<file path="src/rtl/wb_pkg.sv">
// Shared constants and types for the writeback arbiter slice: register index
// and data widths, source identifiers and the buffered writeback entry.
package wb_pkg;

  localparam int AW = 5;
  localparam int DW = 32;

  typedef enum logic {
    SRC_ALU = 1'b0,
    SRC_LSU = 1'b1
  } wb_src_e;

  // "reg" is a keyword, so the destination index field is called idx.
  typedef struct packed {
    logic [AW-1:0] idx;
    logic [DW-1:0] val;
  } wb_entry_t;

endpackage

</file>
<file path="src/rtl/wb_arb_if.sv">
// Execute/memory-side handshakes and register-file writeback bus of wb_arb.
// The master modport is the producer/consumer side; slave is the arbiter.
interface wb_arb_if;
  import wb_pkg::*;

  logic          i_alu_valid;
  logic          o_alu_ready;
  logic [AW-1:0] i_alu_reg;
  logic [DW-1:0] i_alu_val;

  logic          i_lsu_valid;
  logic          o_lsu_ready;
  logic [AW-1:0] i_lsu_reg;
  logic [DW-1:0] i_lsu_val;

  logic          o_wb_en;
  logic [AW-1:0] o_wb_reg;
  logic [DW-1:0] o_wb_val;
  logic          o_busy;

  modport master (
    output i_alu_valid, i_alu_reg, i_alu_val,
    output i_lsu_valid, i_lsu_reg, i_lsu_val,
    input  o_alu_ready, o_lsu_ready,
    input  o_wb_en, o_wb_reg, o_wb_val, o_busy
  );

  modport slave (
    input  i_alu_valid, i_alu_reg, i_alu_val,
    input  i_lsu_valid, i_lsu_reg, i_lsu_val,
    output o_alu_ready, o_lsu_ready,
    output o_wb_en, o_wb_reg, o_wb_val, o_busy
  );

endinterface

</file>
<file path="src/rtl/wb_fifo.sv">
// Per-source writeback FIFO: DEPTH entries (power of two, >= 2), count-based
// full/empty, pushes refused while full even if a pop happens that cycle.
module wb_fifo
  import wb_pkg::*;
#(
  parameter int DEPTH = 2
) (
  input  logic      i_clk,
  input  logic      i_rst_n,
  input  logic      i_push,
  input  wb_entry_t i_data,
  input  logic      i_pop,
  output wb_entry_t o_data,
  output logic      o_full,
  output logic      o_empty
);

  localparam int PW = $clog2(DEPTH);

  logic [PW-1:0] head;
  logic [PW-1:0] tail;
  logic [PW:0]   count;
  wb_entry_t     mem [DEPTH];
  logic          do_push;
  logic          do_pop;

  assign o_full  = (count == (PW+1)'(DEPTH));
  assign o_empty = (count == '0);
  assign do_push = i_push && !o_full;
  assign do_pop  = i_pop && !o_empty;
  assign o_data  = mem[head];

  // NOTE: sequential state uses non-blocking assignments so every register
  // samples pre-edge values, independent of process evaluation order.
  always_ff @(posedge i_clk or negedge i_rst_n) begin
    if (!i_rst_n) begin
      head  <= '0;
      tail  <= '0;
      count <= '0;
    end else begin
      if (do_push) tail <= tail + PW'(1);
      if (do_pop)  head <= head + PW'(1);
      count <= count + (PW+1)'(do_push) - (PW+1)'(do_pop);
    end
  end

  // NOTE: storage is deliberately not reset; count gates every read, so stale
  // contents are never observed and the array maps to plain registers/RAM.
  always_ff @(posedge i_clk) begin
    if (do_push) mem[tail] <= i_data;
  end

endmodule

</file>
<file path="src/rtl/wb_arb.sv">
// Writeback arbiter: round-robin merge of ALU and LSU results into one
// registered register-file write port. Define WB_BYPASS_EN for read forwarding.
module wb_arb
  import wb_pkg::*;
#(
  parameter int DEPTH = 2
) (
  input  logic          i_clk,
  input  logic          i_rst_n,
  wb_arb_if.slave       bus
`ifdef WB_BYPASS_EN
  ,
  input  logic [AW-1:0] i_rd0_reg,
  input  logic [AW-1:0] i_rd1_reg,
  input  logic [DW-1:0] i_rf0_val,
  input  logic [DW-1:0] i_rf1_val,
  output logic [DW-1:0] o_rd0_val,
  output logic [DW-1:0] o_rd1_val
`endif
);

  wb_entry_t     alu_in, lsu_in;
  wb_entry_t     alu_head, lsu_head, pick;
  logic          alu_full, alu_empty, lsu_full, lsu_empty;
  logic          pop_alu, pop_lsu;
  wb_src_e       rr;
  logic          wb_en_q;
  logic [AW-1:0] wb_reg_q;
  logic [DW-1:0] wb_val_q;

  assign alu_in = '{idx: bus.i_alu_reg, val: bus.i_alu_val};
  assign lsu_in = '{idx: bus.i_lsu_reg, val: bus.i_lsu_val};

  wb_fifo #(.DEPTH(DEPTH)) u_alu_fifo (
    .i_clk   (i_clk),
    .i_rst_n (i_rst_n),
    .i_push  (bus.i_alu_valid),
    .i_data  (alu_in),
    .i_pop   (pop_alu),
    .o_data  (alu_head),
    .o_full  (alu_full),
    .o_empty (alu_empty)
  );

  wb_fifo #(.DEPTH(DEPTH)) u_lsu_fifo (
    .i_clk   (i_clk),
    .i_rst_n (i_rst_n),
    .i_push  (bus.i_lsu_valid),
    .i_data  (lsu_in),
    .i_pop   (pop_lsu),
    .o_data  (lsu_head),
    .o_full  (lsu_full),
    .o_empty (lsu_empty)
  );

  // Readiness comes from the registered counts only, never from this cycle's pop.
  assign bus.o_alu_ready = !alu_full;
  assign bus.o_lsu_ready = !lsu_full;

  // NOTE: every output of this block gets a default first, so no path leaves a
  // signal unassigned and no latch is inferred.
  always_comb begin
    pop_alu = 1'b0;
    pop_lsu = 1'b0;
    pick    = alu_head;
    if (!alu_empty && (lsu_empty || rr == SRC_ALU)) begin
      pop_alu = 1'b1;
    end else if (!lsu_empty) begin
      pop_lsu = 1'b1;
      pick    = lsu_head;
    end
  end

  // The pointer only moves on contention, handing priority to the loser.
  always_ff @(posedge i_clk or negedge i_rst_n) begin
    if (!i_rst_n) begin
      rr <= SRC_ALU;
    end else if (!alu_empty && !lsu_empty) begin
      rr <= pop_alu ? SRC_LSU : SRC_ALU;
    end
  end

  // Register-0 writes drain the FIFO but never strobe the register file.
  always_ff @(posedge i_clk or negedge i_rst_n) begin
    if (!i_rst_n) begin
      wb_en_q  <= 1'b0;
      wb_reg_q <= '0;
      wb_val_q <= '0;
    end else begin
      wb_en_q <= (pop_alu || pop_lsu) && (pick.idx != '0);
      if (pop_alu || pop_lsu) begin
        wb_reg_q <= pick.idx;
        wb_val_q <= pick.val;
      end
    end
  end

  assign bus.o_wb_en  = wb_en_q;
  assign bus.o_wb_reg = wb_reg_q;
  assign bus.o_wb_val = wb_val_q;
  assign bus.o_busy   = !alu_empty || !lsu_empty || wb_en_q;

`ifdef WB_BYPASS_EN
  // Forward the pending write during the cycle before the register file commits it.
  assign o_rd0_val = (wb_en_q && wb_reg_q == i_rd0_reg) ? wb_val_q : i_rf0_val;
  assign o_rd1_val = (wb_en_q && wb_reg_q == i_rd1_reg) ? wb_val_q : i_rf1_val;
`endif

endmodule

</file>
<file path="src/flat_wrapper.sv">
// flat-port wrapper written by rule: the top's interface ports become plain ports
module wb_arb_flat import wb_pkg::*;
#(
  parameter int DEPTH = 2
)
  (i_clk, i_rst_n, bus_i_alu_valid, bus_i_alu_reg, bus_i_alu_val, bus_i_lsu_valid, bus_i_lsu_reg, bus_i_lsu_val, bus_o_alu_ready, bus_o_lsu_ready, bus_o_wb_en, bus_o_wb_reg, bus_o_wb_val, bus_o_busy);
  wb_arb_if bus_i ();
  input  logic i_clk;
  input  logic i_rst_n;
  input wire logic [$bits(bus_i.i_alu_valid)-1:0] bus_i_alu_valid;
  input wire logic [$bits(bus_i.i_alu_reg)-1:0] bus_i_alu_reg;
  input wire logic [$bits(bus_i.i_alu_val)-1:0] bus_i_alu_val;
  input wire logic [$bits(bus_i.i_lsu_valid)-1:0] bus_i_lsu_valid;
  input wire logic [$bits(bus_i.i_lsu_reg)-1:0] bus_i_lsu_reg;
  input wire logic [$bits(bus_i.i_lsu_val)-1:0] bus_i_lsu_val;
  output wire logic [$bits(bus_i.o_alu_ready)-1:0] bus_o_alu_ready;
  output wire logic [$bits(bus_i.o_lsu_ready)-1:0] bus_o_lsu_ready;
  output wire logic [$bits(bus_i.o_wb_en)-1:0] bus_o_wb_en;
  output wire logic [$bits(bus_i.o_wb_reg)-1:0] bus_o_wb_reg;
  output wire logic [$bits(bus_i.o_wb_val)-1:0] bus_o_wb_val;
  output wire logic [$bits(bus_i.o_busy)-1:0] bus_o_busy;
  assign bus_i.i_alu_valid = bus_i_alu_valid;
  assign bus_i.i_alu_reg = bus_i_alu_reg;
  assign bus_i.i_alu_val = bus_i_alu_val;
  assign bus_i.i_lsu_valid = bus_i_lsu_valid;
  assign bus_i.i_lsu_reg = bus_i_lsu_reg;
  assign bus_i.i_lsu_val = bus_i_lsu_val;
  assign bus_o_alu_ready = bus_i.o_alu_ready;
  assign bus_o_lsu_ready = bus_i.o_lsu_ready;
  assign bus_o_wb_en = bus_i.o_wb_en;
  assign bus_o_wb_reg = bus_i.o_wb_reg;
  assign bus_o_wb_val = bus_i.o_wb_val;
  assign bus_o_busy = bus_i.o_busy;
  wb_arb #(.DEPTH(DEPTH)) u_core (.i_clk(i_clk), .i_rst_n(i_rst_n), .bus(bus_i));
endmodule
</file>
<file path="config.mk">
export PLATFORM = sky130hd
export DESIGN_NAME = wb_arb_flat
export DESIGN_NICKNAME = d
export VERILOG_FILES = /design/src/rtl/wb_pkg.sv /design/src/rtl/wb_arb_if.sv /design/src/rtl/wb_fifo.sv /design/src/rtl/wb_arb.sv /design/src/flat_wrapper.sv
export SDC_FILE = /design/constraint.sdc
export NUM_CORES = 1
export LEC_CHECK = 0
export CORE_AREA = 2 2 133 135
export DETAILED_ROUTE_END_ITERATION = 7
export DIE_AREA = 0 0 135 137
export PLACE_DENSITY_LB_ADDON = 0.25
export SLEW_MARGIN = 0
export SYNTH_ARGS = -nofsm -noshare
export SYNTH_HDL_FRONTEND = slang
export SYNTH_SLANG_ARGS = --single-unit
</file>
<file path="constraint.sdc">
create_clock -name i_clk -period 8.25 [get_ports i_clk]
set_input_delay 1.65 -clock i_clk [delete_from_list [all_inputs] [get_ports i_clk]]
set_output_delay 1.65 -clock i_clk [all_outputs]
set_load 0.02 [all_outputs]
</file>
* Yosys cells after proc, flatten, opt, wreduce, memory -nomap -nowiden
Memories as Yosys holds them, arrays and structs flattened.
Cells that the tools add are included.
** Word-level totals
- Bits in registers :: 47
- Memories kept :: 2
- Memory bits (writable) :: 148
- Bits of input ports :: 78
** Memory list
- u_core.u_alu_fifo.mem :: words 2, bits a word 37, read ports 1, clocked after memory_dff 0, write ports 1, RTL line wb_fifo.sv:23 : wb_entry_t mem [DEPTH];
- u_core.u_lsu_fifo.mem :: words 2, bits a word 37, read ports 1, clocked after memory_dff 0, write ports 1, RTL line wb_fifo.sv:23
** Operators by class
- Add/sub/neg operators :: 8
- Multiplexer cells :: 10
- Equal/unequal tests :: 2
- Reductions and logical operators :: 18
- Bitwise gates (word level) :: 1
** Operators by type and width (count)
- $mux 37 :: 2
- $mux 1 :: 8
- $logic_and 1x1->1 :: 7
- $reduce_bool 5->1 :: 1
- $add 1x1->1 const B :: 4
- $add 2x1->2 :: 2
- $eq 2x2->1 const B :: 2
- $logic_not 1->1 :: 4
- $logic_not 2->1 :: 2
- $logic_or 1x1->1 :: 4
- $sub 2x1->2 :: 2
- $not 1->1 :: 1

* Logic depth before layout (Yosys ltp)
Gate-level depths: netlist of run 1.
- Word-level depth :: 6
- Mapped depth :: 9
- Gate-level depth less buffers :: 8

* Hierarchy
From an unflattened synthesis of run 1, not the netlist that was laid out.
** Unflattened totals
- Cells, all modules :: 452
- Area, all modules :: 7982.7 µm²
** Modules (own cells, without submodules)
- wb_fifo :: area each 2950.3 µm², seq. area each 2322.2 µm², cells an instance 133, instances 2
- wb_arb :: area each 2082.0 µm², seq. area each 975.9 µm², cells an instance 186, instances 1

* Least setup slack after synthesis of run 1
OpenSTA, ideal clock, no wires.
- Path kind :: in2reg
- Start :: input bus_i_alu_valid
- End :: memory u_core.u_alu_fifo.mem[0][0] (netlist name), enable pin
- Setup time :: 0.431 ns
- Required time :: 7.819 ns
- Path slack :: 4.505 ns
- Data arrival time :: 3.313 ns
- Cell stages on the path :: 2
- Path buffers :: 0
- Cell sequence :: nand2_1 -> nor2_1
** On the way
- Longest elaborated chain between the ends :: 3
** Ends and longest elaborated chain
- start: declaration :: RTL line flat_wrapper.sv:10 : input wire logic [$bits(bus_i.i_alu_valid)-1:0] bus_i_alu_valid;
- $logic_and 1x1->1 :: RTL line wb_fifo.sv:29 : assign do_push = i_push && !o_full;
- $mux 1 :: RTL line wb_fifo.sv:50 : if (do_push) mem[tail] <= i_data;
- $mux 1 (not written as such) :: RTL line wb_fifo.sv:50
- end: declaration :: RTL line wb_fifo.sv:23
Every way passes these cells.

* Final worst setup path of run 1
- Start :: register u_core.u_lsu_fifo.count[1]
- End :: output bus_o_busy
** On the way
- Longest elaborated chain between the ends :: 4
** Ends and longest elaborated chain
- start: declaration :: RTL line wb_fifo.sv:22 : logic [PW:0] count;
- start signal: assignment :: RTL line wb_fifo.sv:43 : count <= count + (PW+1)'(do_push) - (PW+1)'(do_pop);
- $logic_not 2->1 :: RTL line wb_fifo.sv:28 : assign o_empty = (count == '0);
- $logic_not 1->1
- $logic_or 1x1->1 (2 in series) :: RTL line wb_arb.sv:101 : assign bus.o_busy = !alu_empty || !lsu_empty || wb_en_q;
- end: declaration :: RTL line flat_wrapper.sv:21 : output wire logic [$bits(bus_i.o_busy)-1:0] bus_o_busy;
Every way passes these cells.

==> results.md, run 1 <==
* Clock transition at path regs at 70 ps
* Leak at 3.50 nW
* First-pass GRT wire length at about 23000 um
* Critical Path End: bus_o_busy
* Max stage delay on crit path at roughly 540 ps
* Max transition margin at 0.208
* TNS Setup at 0 ps
* Tot GR Track Use at 0.166
* Deepest clock path buffer count at 2
* Peak supply drop at roughly 0.00018 V
* Net Sw Frac at 0.317
* Hold/Removal Path Class: register to register
* Via-per-instance ratio at around 4.9
* Final worst-path cycle share at 0.444
* Post-synth EDFFs at 148
* R2R depth at 9
* Total die area at roughly 18000 um2
* Syn Inst Count at 443
* Post-Synthesis Cell Area at about 7500 um2
* CTS buffer count at 17
* Final Cell Area at ~9600 um2
* Commonest non-fill, non-tap cell in the layout: edfxtp_1
* CTS tree: built
* Rows at 48
* Chip Height at approximately 140 um
* Initial Util at 0.441
* Critical path class: register to primary output
* Combinational power share at 0.336
* FF+latch count, synth at a little under 200
* Avg Inst Size Synth at around 17 um2
* Data arrival, critical path at 2010 ps
* Layout Nets at roughly 650
* Iteration count of the initial detailed-routing pass at 4
* Filler instances at ~1.4k
* CP Max Fanout at 6
* Async set-reset flop share out of synthesis at 0.241
* Yosys warns at 0
* Worst-margin pin slew at roughly 1200 ps
* H-tree depth at 4
* Max-cap violations at 0
* Internal reg-to-reg setup slack at around 5600 ps
* Largest net degree at the start of global routing at 74
* HPWL after DPL at about 9200 um
* Synth Flop Type: edfxtp_1
* GRT overflow at 0
* Final setup viols at 0
* Die Wd at about 140 um
* Fin cells at between 800 and 900
* Share of total power in sequential cells at 0.421
* Count of final hold-check violations at 0
* Postcts setup bufs at 0
* I/O Buffers at 118
* Cells after DPL at 769
* RSZ-0062 raised after global routing: no
* Pint at approximately 2.5 mW
* PwrDens at roughly 380 nW/um2
* Final total power at 3.68 mW
* Initial antenna violation count at 1
* Post-DP Area at around 9000 um2
* Diode count at 0
* F_max at 0.273 GHz
* Drt wl/cell at between 15 and 20 um
* NetSw at around 1.2 mW
* Routability congestion estimate at just under 0.8
* Final ANT Viol Nets at 0
* Via count at slightly below 4k
* Crit-path slowest cell: clkdlybuf4s50_1
* Clock Tree Root: clkbuf_16
* Clock Power Share at 0.243
* Worst R2R Start: u_core.u_alu_fifo.count[1]
* Max Transition Viols Final at 0
* Clk_skew at around 9.5 ps
* Yosys cell types at 30
* # clock sinks at between 150 and 200
* Critical path data required time at approximately 6600 ps
* Register area share after synthesis at 0.747
* Worst skew pair latency at roughly 430 ps
* Share of layout cells above drive strength 1 at 0.0885
* Hold_buf cts at 0
* Crit path launch: u_core.u_lsu_fifo.count[1]
* DR DRC count at 0
* Layout area overhead at 27.3%
* Post_cts resized at 0
* Final wirelength at 14400 um
* Status: complete, no violations
* Worst path cell trace: or2_1 > nor3_2 > nand2b_1 > clkdlybuf4s50_1
* Initial DRC Count at between 150 and 200
* Most frequent cells in the layout: edfxtp_1, clkdlybuf4s50_1, mux2i_1, dfrtp_1, nand2_1
* IO Pins at around 120
* Net Count, Synth at ~530
* Crit. End Element: primary output
* Min Tclk post-route at about 3700 ps
* Reg-to-reg endpoint: u_core.u_lsu_fifo.count[1]
* Worst setup SP type: register
* Vias in the first global route at approximately 4.2k
* Core box area at ~17000 um2
[power groups by stage]
stage / Sequential [mW] / Combinational [mW] / Clock [mW]
floorplan: 1.62 / 0.737 / 0
global placement: 1.55 / 1.22 / 0
detailed placement: 1.57 / 1.25 / 0
CTS: 1.55 / 1.26 / 0.907
global route: 1.58 / 1.35 / 0.950
finish: 1.55 / 1.23 / 0.894
[metrics by stage]
step                      utilization  setup slack [ps]  hold WS, ps
after floorplan                     -              4510          460
after global placement          0.523              4680          466
after detailed placement        0.523              4610          479
after CTS                       0.561              4540          494
after global routing            0.561              4470          518
final                           0.561              4590          487
[cell usage after synthesis (3+ instances only)]
| master | n | area, um2 |
|---|---|---|
| inv_1 | 3 | 11.3 |
| mux2i_1 | 72 | 721 |
| xnor2_1 | 8 | 70.1 |
| mux2_1 | 34 | 383 |
| o21ai_1 | 36 | 180 |
| dfrtp_1 | 47 | 1180 |
| edfxtp_1 | 148 | 4440 |
| nor2_1 | 4 | 15.0 |
| mux2_2 | 5 | 56.3 |
| a21oi_1 | 3 | 15.0 |
| nand2_1 | 39 | 146 |
| ha_1 | 4 | 50.1 |
| buf_4 | 3 | 22.5 |
| buf_2 | 15 | 75.1 |
| nand2b_1 | 3 | 18.8 |
[worst min path at each step]
stage                                           from                    endpoint  slack (ps)  cells past startpoint
after floorplan           u_core.u_lsu_fifo.count[1]  u_core.u_lsu_fifo.count[1]         460                      1
after global placement        u_core.bus.o_wb_reg[3]      u_core.bus.o_wb_reg[3]         470                      2
after detailed placement     u_core.bus.o_wb_val[13]     u_core.bus.o_wb_val[13]         480                      2
after CTS                    u_core.bus.o_wb_val[22]     u_core.bus.o_wb_val[22]         490                      2
after global routing          u_core.bus.o_wb_val[0]      u_core.bus.o_wb_val[0]         520                      2
final                         u_core.bus.o_wb_reg[3]      u_core.bus.o_wb_reg[3]         490                      2
[layout make-up]
type / instances / area [um2] / share of cell area
multi-input cells: 223 / 1790 / 0.187
well taps: 225 / 282 / 0.0294
clock buffers: 19 / 443 / 0.0463
clock inverters: 13 / 208 / 0.0217
flip-flops and latches: 195 / 5620 / 0.587
inverters: 3 / 11.3 / 0.00118
repair buffers: 123 / 1210 / 0.127
[worst max-delay path: cells and delay by family (launching register included)]
family,cells,cell delay [ps]
buffers and inverters,1,540
flip-flops,1,410
AND/OR/NAND/NOR,3,640
[logic make-up (layout without fill, tap and decap cells)]
logic type	count (synthesis)	after routing	share of synthesized area
AO/OA/AOI/OAI	44	44	0.0311
XOR/XNOR	9	9	0.0105
adder cells (fa/ha/maj)	4	4	0.00665
buffers and inverters	25	158	0.0185
flip-flops	195	195	0.747
multiplexers	111	111	0.154
AND/OR/NAND/NOR	55	55	0.0318
[per-layer routing]
layer / vias up / track usage / share of wire
met5: - / 0 / 0.00091
met4: 2 / 0.0428 / 0.0085
met3: 13 / 0.0544 / 0.058
met2: 118 / 0.272 / 0.49
met1: 1934 / 0.217 / 0.44
li1: 1893 / - / -
No activity file was read; power rests on OpenSTA's default activity.
==> run 2, diff against run 1 <==
- clock period: 8.25 -> 3.32 ns (I/O delays scaled with it)
==> results.md, run 2 (synthesis results as in run 1) <==
* Status: complete, no violations
* Initial Util at 0.441 (unchanged)
* Hold/Removal Path Class: input pin to async pin
* Largest net degree at the start of global routing at 74 (unchanged)
* Total die area at 18500 um2 (unchanged)
* Core Util, Final at 0.563 (+0.00132)
* Critical path class: register to primary output
* PwrDens at 947 nW/um2 (+150%)
* CTS tree: built
* Final wirelength at 14400 um (+0.55%)
* Final worst-path cycle share at 0.800
* First-pass GRT wire length at 22300 um (-1.4%)
* Fin cells at 806 (+0.62%)
* Core box area at 17100 um2 (unchanged)
* Die Wd at 135 um (unchanged)
* Worst skew pair latency at 420 ps (about the same)
* Layout area overhead at 27.6%
* Commonest non-fill, non-tap cell in the layout: edfxtp_1
* Final ANT Viol Nets at 0 (unchanged)
* Chip Height at 137 um (unchanged)
* Final total power at 9.09 mW (+150%)
* Worst setup SP type: register
* Max Transition Viols Final at 0 (unchanged)
* Worst-margin pin slew at 726 ps (-460 ps)
* Rows at 48 (unchanged)
* Via-per-instance ratio at 4.89 (-1.0%)
* Tot GR Track Use at 0.166 (about the same)
* R2R depth at 5 (-4)
* Most frequent cells in the layout: edfxtp_1, clkdlybuf4s50_1, mux2i_1, dfrtp_1, nand2_1
* GRT overflow at 0 (unchanged)
* Initial DRC Count at 177 (-2.2%)
* Data arrival, critical path at 1990 ps (-20 ps)
* Worst setup margin at 665 ps (-3920 ps)
* HPWL after DPL at 9600 um (+3.8%)
* Final Cell Area at 9590 um2 (+0.24%)
* Drt wl/cell at 17.9 um (about the same)
* Peak supply drop at 0.000461 V (+160%)
* Layout Nets at 650 (+0.78%)
* Routability congestion estimate at 0.759 (-1.7%)
* Postcts setup bufs at 0 (unchanged)
* CP Max Fanout at 6 (unchanged)
* F_max at 0.377 GHz
* Cells after DPL at 774 (+0.65%)
* Via count at 3943 (-0.43%)
* Internal reg-to-reg setup slack at 1090 ps (-4550 ps)
* Initial antenna violation count at 1 (unchanged)
* Vias in the first global route at 4225 (+1.4%)
* Min Tclk post-route at around 2700 ps
* I/O Buffers at 118 (unchanged)
* Hold_buf cts at 0 (unchanged)
* Max-cap violations at 0 (unchanged)
* Worst R2R Start: u_core.u_alu_fifo.count[1]
* Max transition margin at 0.516 (+0.308)
* Final setup viols at 0 (unchanged)
* IO Pins at 119 (unchanged)
* Clk_skew at 9.96 ps (+0.432 ps)
* CTS buffer count at 17 (unchanged)
* Reg-to-reg endpoint: u_core.bus.o_wb_val[11]
* Post_cts resized at 0 (unchanged)
* Count of final hold-check violations at 0 (unchanged)
* Critical path data required time at 2660 ps (-3940 ps)
* Post-DP Area at 8970 um2 (+0.56%)
* Worst hold slack at 221 ps (-266 ps)
* Iteration count of the initial detailed-routing pass at 4 (unchanged)
* Deepest clock path buffer count at 2 (unchanged)
* Clock transition at path regs at 70 ps (about the same)
* TNS Setup at 0 ps (unchanged)
* Leak at 3.52 nW (+0.38%)
* # clock sinks at 195 (unchanged)
* Pre-CTS setup slack at 908 ps (-3700 ps)
* Share of layout cells above drive strength 1 at 0.0947 (+0.00612)
* DR DRC count at 0 (unchanged)
* Crit. End Element: primary output
* Diode count at 0 (unchanged)
* Clock Tree Root: clkbuf_16
* RSZ-0062 raised after global routing: no
* H-tree depth at 4 (unchanged)
-- run 2: metal layers --
layer	track usage	vias up	share of wire	wire, um
met1	0.202	1919	0.42	6070
li1	-	1904	-	-
met5	0	-	0.00076	11
met2	0.288	105	0.51	7390
met4	0.0590	2	0.012	173
met3	0.0448	13	0.055	789
-- run 2: worst max-delay path by stage --
| stage | from | to | slack [ps] | cells after the start |
|---|---|---|---|---|
| 2_1_floorplan | u_core.u_alu_fifo.count[0] | u_core.u_alu_fifo.mem[0][0] | 520 | 3 |
| 3_3_place_gp | bus_i_lsu_valid | u_core.u_lsu_fifo.mem[0][11] | 920 | 4 |
| 3_5_place_dp | bus_i_lsu_valid | u_core.u_lsu_fifo.mem[0][11] | 910 | 4 |
| 4_1_cts | u_core.u_lsu_fifo.count[1] | bus_o_busy | 610 | 4 |
| 5_1_grt | u_core.u_lsu_fifo.count[1] | bus_o_busy | 560 | 4 |
| 6_report | u_core.u_lsu_fifo.count[1] | bus_o_busy | 660 | 4 |
-- run 2: cell type report --
type                       count  area, um2
multi-input combinational    223       1790
inverter                       3       11.3
fill                        1372       7460
tap                          225        282
sequential                   195       5620
timing repair buffer         128       1260
clock buffer                  20        447
clock inverter                12        176
-- run 2: worst max-delay path, stage by stage (launching register included) --
cell	delay, ps
dfrtp_1	410
or2_1	340
nor3_2	200
nand2b_1	80
clkdlybuf4s50_1	540
-- run 2: power breakdown --
group	internal (mW)	switching, mW
combinational	1.46	1.65
sequential	3.45	0.400
clock	1.28	0.848
total	6.19	2.89
==> run 3, diff against run 2 <==
- clock period: 3.32 -> 2.78 ns (I/O delays scaled with it)
==> results.md, run 3 (synthesis results as in run 1) <==
* Leak at 3.51 nW (-0.11%)
* First-pass GRT wire length at 23000 um (+3.2%)
* Max Transition Viols Final at 0 (unchanged)
* Worst Path Buf+Inv at 1 (unchanged)
* Final wirelength at 14800 um (+2.5%)
* Deepest clock path buffer count at 2 (unchanged)
* Tot GR Track Use at 0.170 (+0.00368)
* Critical path class: register to primary output
* Critical path data required time at 2220 ps (-440 ps)
* Iteration count of the initial detailed-routing pass at 4 (unchanged)
* Total die area at 18500 um2 (unchanged)
* Crit-path slowest cell: clkdlybuf4s50_1
* Post-DP Area at 8990 um2 (+0.22%)
* Net Sw Frac at 0.325 (+0.00600)
* Final setup viols at 0 (unchanged)
* Worst skew pair latency at 420 ps (about the same)
* Max-cap violations at 0 (unchanged)
* Peak supply drop at 0.000481 V (+4.2%)
* IO Pins at 119 (unchanged)
* Layout Nets at 651 (+0.15%)
* HPWL after DPL at 9790 um (+2.0%)
* Worst-margin pin slew at 1020 ps (+292 ps)
* Chip Height at 137 um (unchanged)
* Initial DRC Count at 285 (+61%)
* Hold_buf cts at 0 (unchanged)
* Drt wl/cell at 18.3 um (+2.4%)
* GRT overflow at 0 (unchanged)
* F_max at 0.386 GHz
* Clock transition at path regs at 70 ps (about the same)
* Clock Tree Root: clkbuf_16
* Diode count at 0 (unchanged)
* PwrDens at 1120 nW/um2 (+18%)
* Postcts setup bufs at 0 (unchanged)
* Status: complete, no violations
* Combinational power share at 0.341 (about the same)
* CP Max Fanout at 6 (unchanged)
* RSZ-0062 raised after global routing: no
* Min Tclk post-route at between 2000 and 3000 ps
* Final Cell Area at 9580 um2 (-0.14%)
* Most frequent cells in the layout: edfxtp_1, clkdlybuf4s50_1, mux2i_1, dfrtp_1, nand2_1
* Crit. End Element: primary output
* NetSw at 3.49 mW (+20%)
* Via-per-instance ratio at 4.97 (+1.5%)
* Count of final hold-check violations at 0 (unchanged)
* CTS tree: built
* I/O Buffers at 118 (unchanged)
* Pint at 7.26 mW (+17%)
* Initial Util at 0.441 (unchanged)
* Core box area at 17100 um2 (unchanged)
* Share of layout cells above drive strength 1 at 0.0962 (+0.00156)
* Clock Power Share at 0.224 (-0.011)
* Commonest non-fill, non-tap cell in the layout: edfxtp_1
* Final ANT Viol Nets at 0 (unchanged)
* Post_cts resized at 0 (unchanged)
* Largest net degree at the start of global routing at 74 (unchanged)
* Die Wd at 135 um (unchanged)
* Routability congestion estimate at 0.781 (+2.9%)
* Max stage delay on crit path at 540 ps (about the same)
* Layout area overhead at 27.4%
* Initial antenna violation count at 0 (-1)
* CTS buffer count at 17 (unchanged)
* Worst path cell trace: or2_1 > nor3_2 > nand2b_1 > clkdlybuf4s50_1
* Share of total power in sequential cells at 0.436 (+0.012)
* # clock sinks at 195 (unchanged)
* Max transition margin at 0.321 (-0.195)
* Via count at 4009 (+1.7%)
* TNS Setup at 0 ps (unchanged)
* Clk_skew at 7.17 ps (-2.79 ps)
* DR DRC count at 0 (unchanged)
* Rows at 48 (unchanged)
* Hold/Removal Path Class: input pin to async pin
* Final worst-path cycle share at 0.933
* Vias in the first global route at 4218 (-0.17%)
* H-tree depth at 4 (unchanged)
* CP delay by family, top: simple AND/OR/NAND/NOR gates
* Data arrival, critical path at 2040 ps (+50 ps)
* Worst setup SP type: register
run 3: cell types whose count changed in the layout (fill, tap and decap cells not counted), sizes merged:
cell      delta
clkinv       +6
inv          -3
bufinv       -2
buf          +1
clkinvlp     -1
run 3: path summary, 6_finish.rpt:
check	startpoint	endpoint	slack, ps	cells past startpoint
max	u_core.u_lsu_fifo.count[1]	bus_o_busy	190	4
min in group i_clk	u_core.bus.o_wb_val[8]	u_core.bus.o_wb_val[8]	480	2
max in group asynchronous	i_rst_n	u_core.u_lsu_fifo.head	1910	2
min reg2reg	u_core.bus.o_wb_val[8]	u_core.bus.o_wb_val[8]	480	2
min	i_rst_n	u_core.bus.o_wb_val[3]	60	1
max reg2reg	u_core.u_alu_fifo.count[1]	u_core.bus.o_wb_reg[0]	520	5
run 3: per-stage QoR:
stage	utilization	power, mW	cells	setup slack, ps	hold slack, ps
after global routing	0.562	11.3	807	48.7	80.8
after CTS	0.562	10.9	807	147	59.6
after floorplan	-	7.00	443	28.9	260
after global placement	0.527	8.36	775	582	469
after detailed placement	0.527	8.49	775	468	475
final	0.562	10.7	807	187	57.8
run 3: cell type report:
class                      count  area (um2)
clock buffer                  20         458
tap                          225         282
inverter                       3        11.3
clock inverter                12         131
fill                        1342        7480
timing repair buffer         129        1280
sequential                   195        5620
multi-input combinational    223        1790
run 3: power by group through the flow:
stage | Sequential [mW] | Combinational [mW] | Clock, mW
global placement | 4.72 | 3.64 | 0
global route | 4.77 | 3.99 | 2.58
finish | 4.68 | 3.66 | 2.40
floorplan | 4.81 | 2.19 | 0
detailed placement | 4.75 | 3.74 | 0
CTS | 4.69 | 3.75 | 2.45
run 3: metal layers:
metal	GRT usage	vias up	wire (um)
met4	0.0666	0	302
met1	0.223	1979	6600
met5	0	-	0
met3	0.0393	22	604
li1	-	1911	-
met2	0.277	97	7290
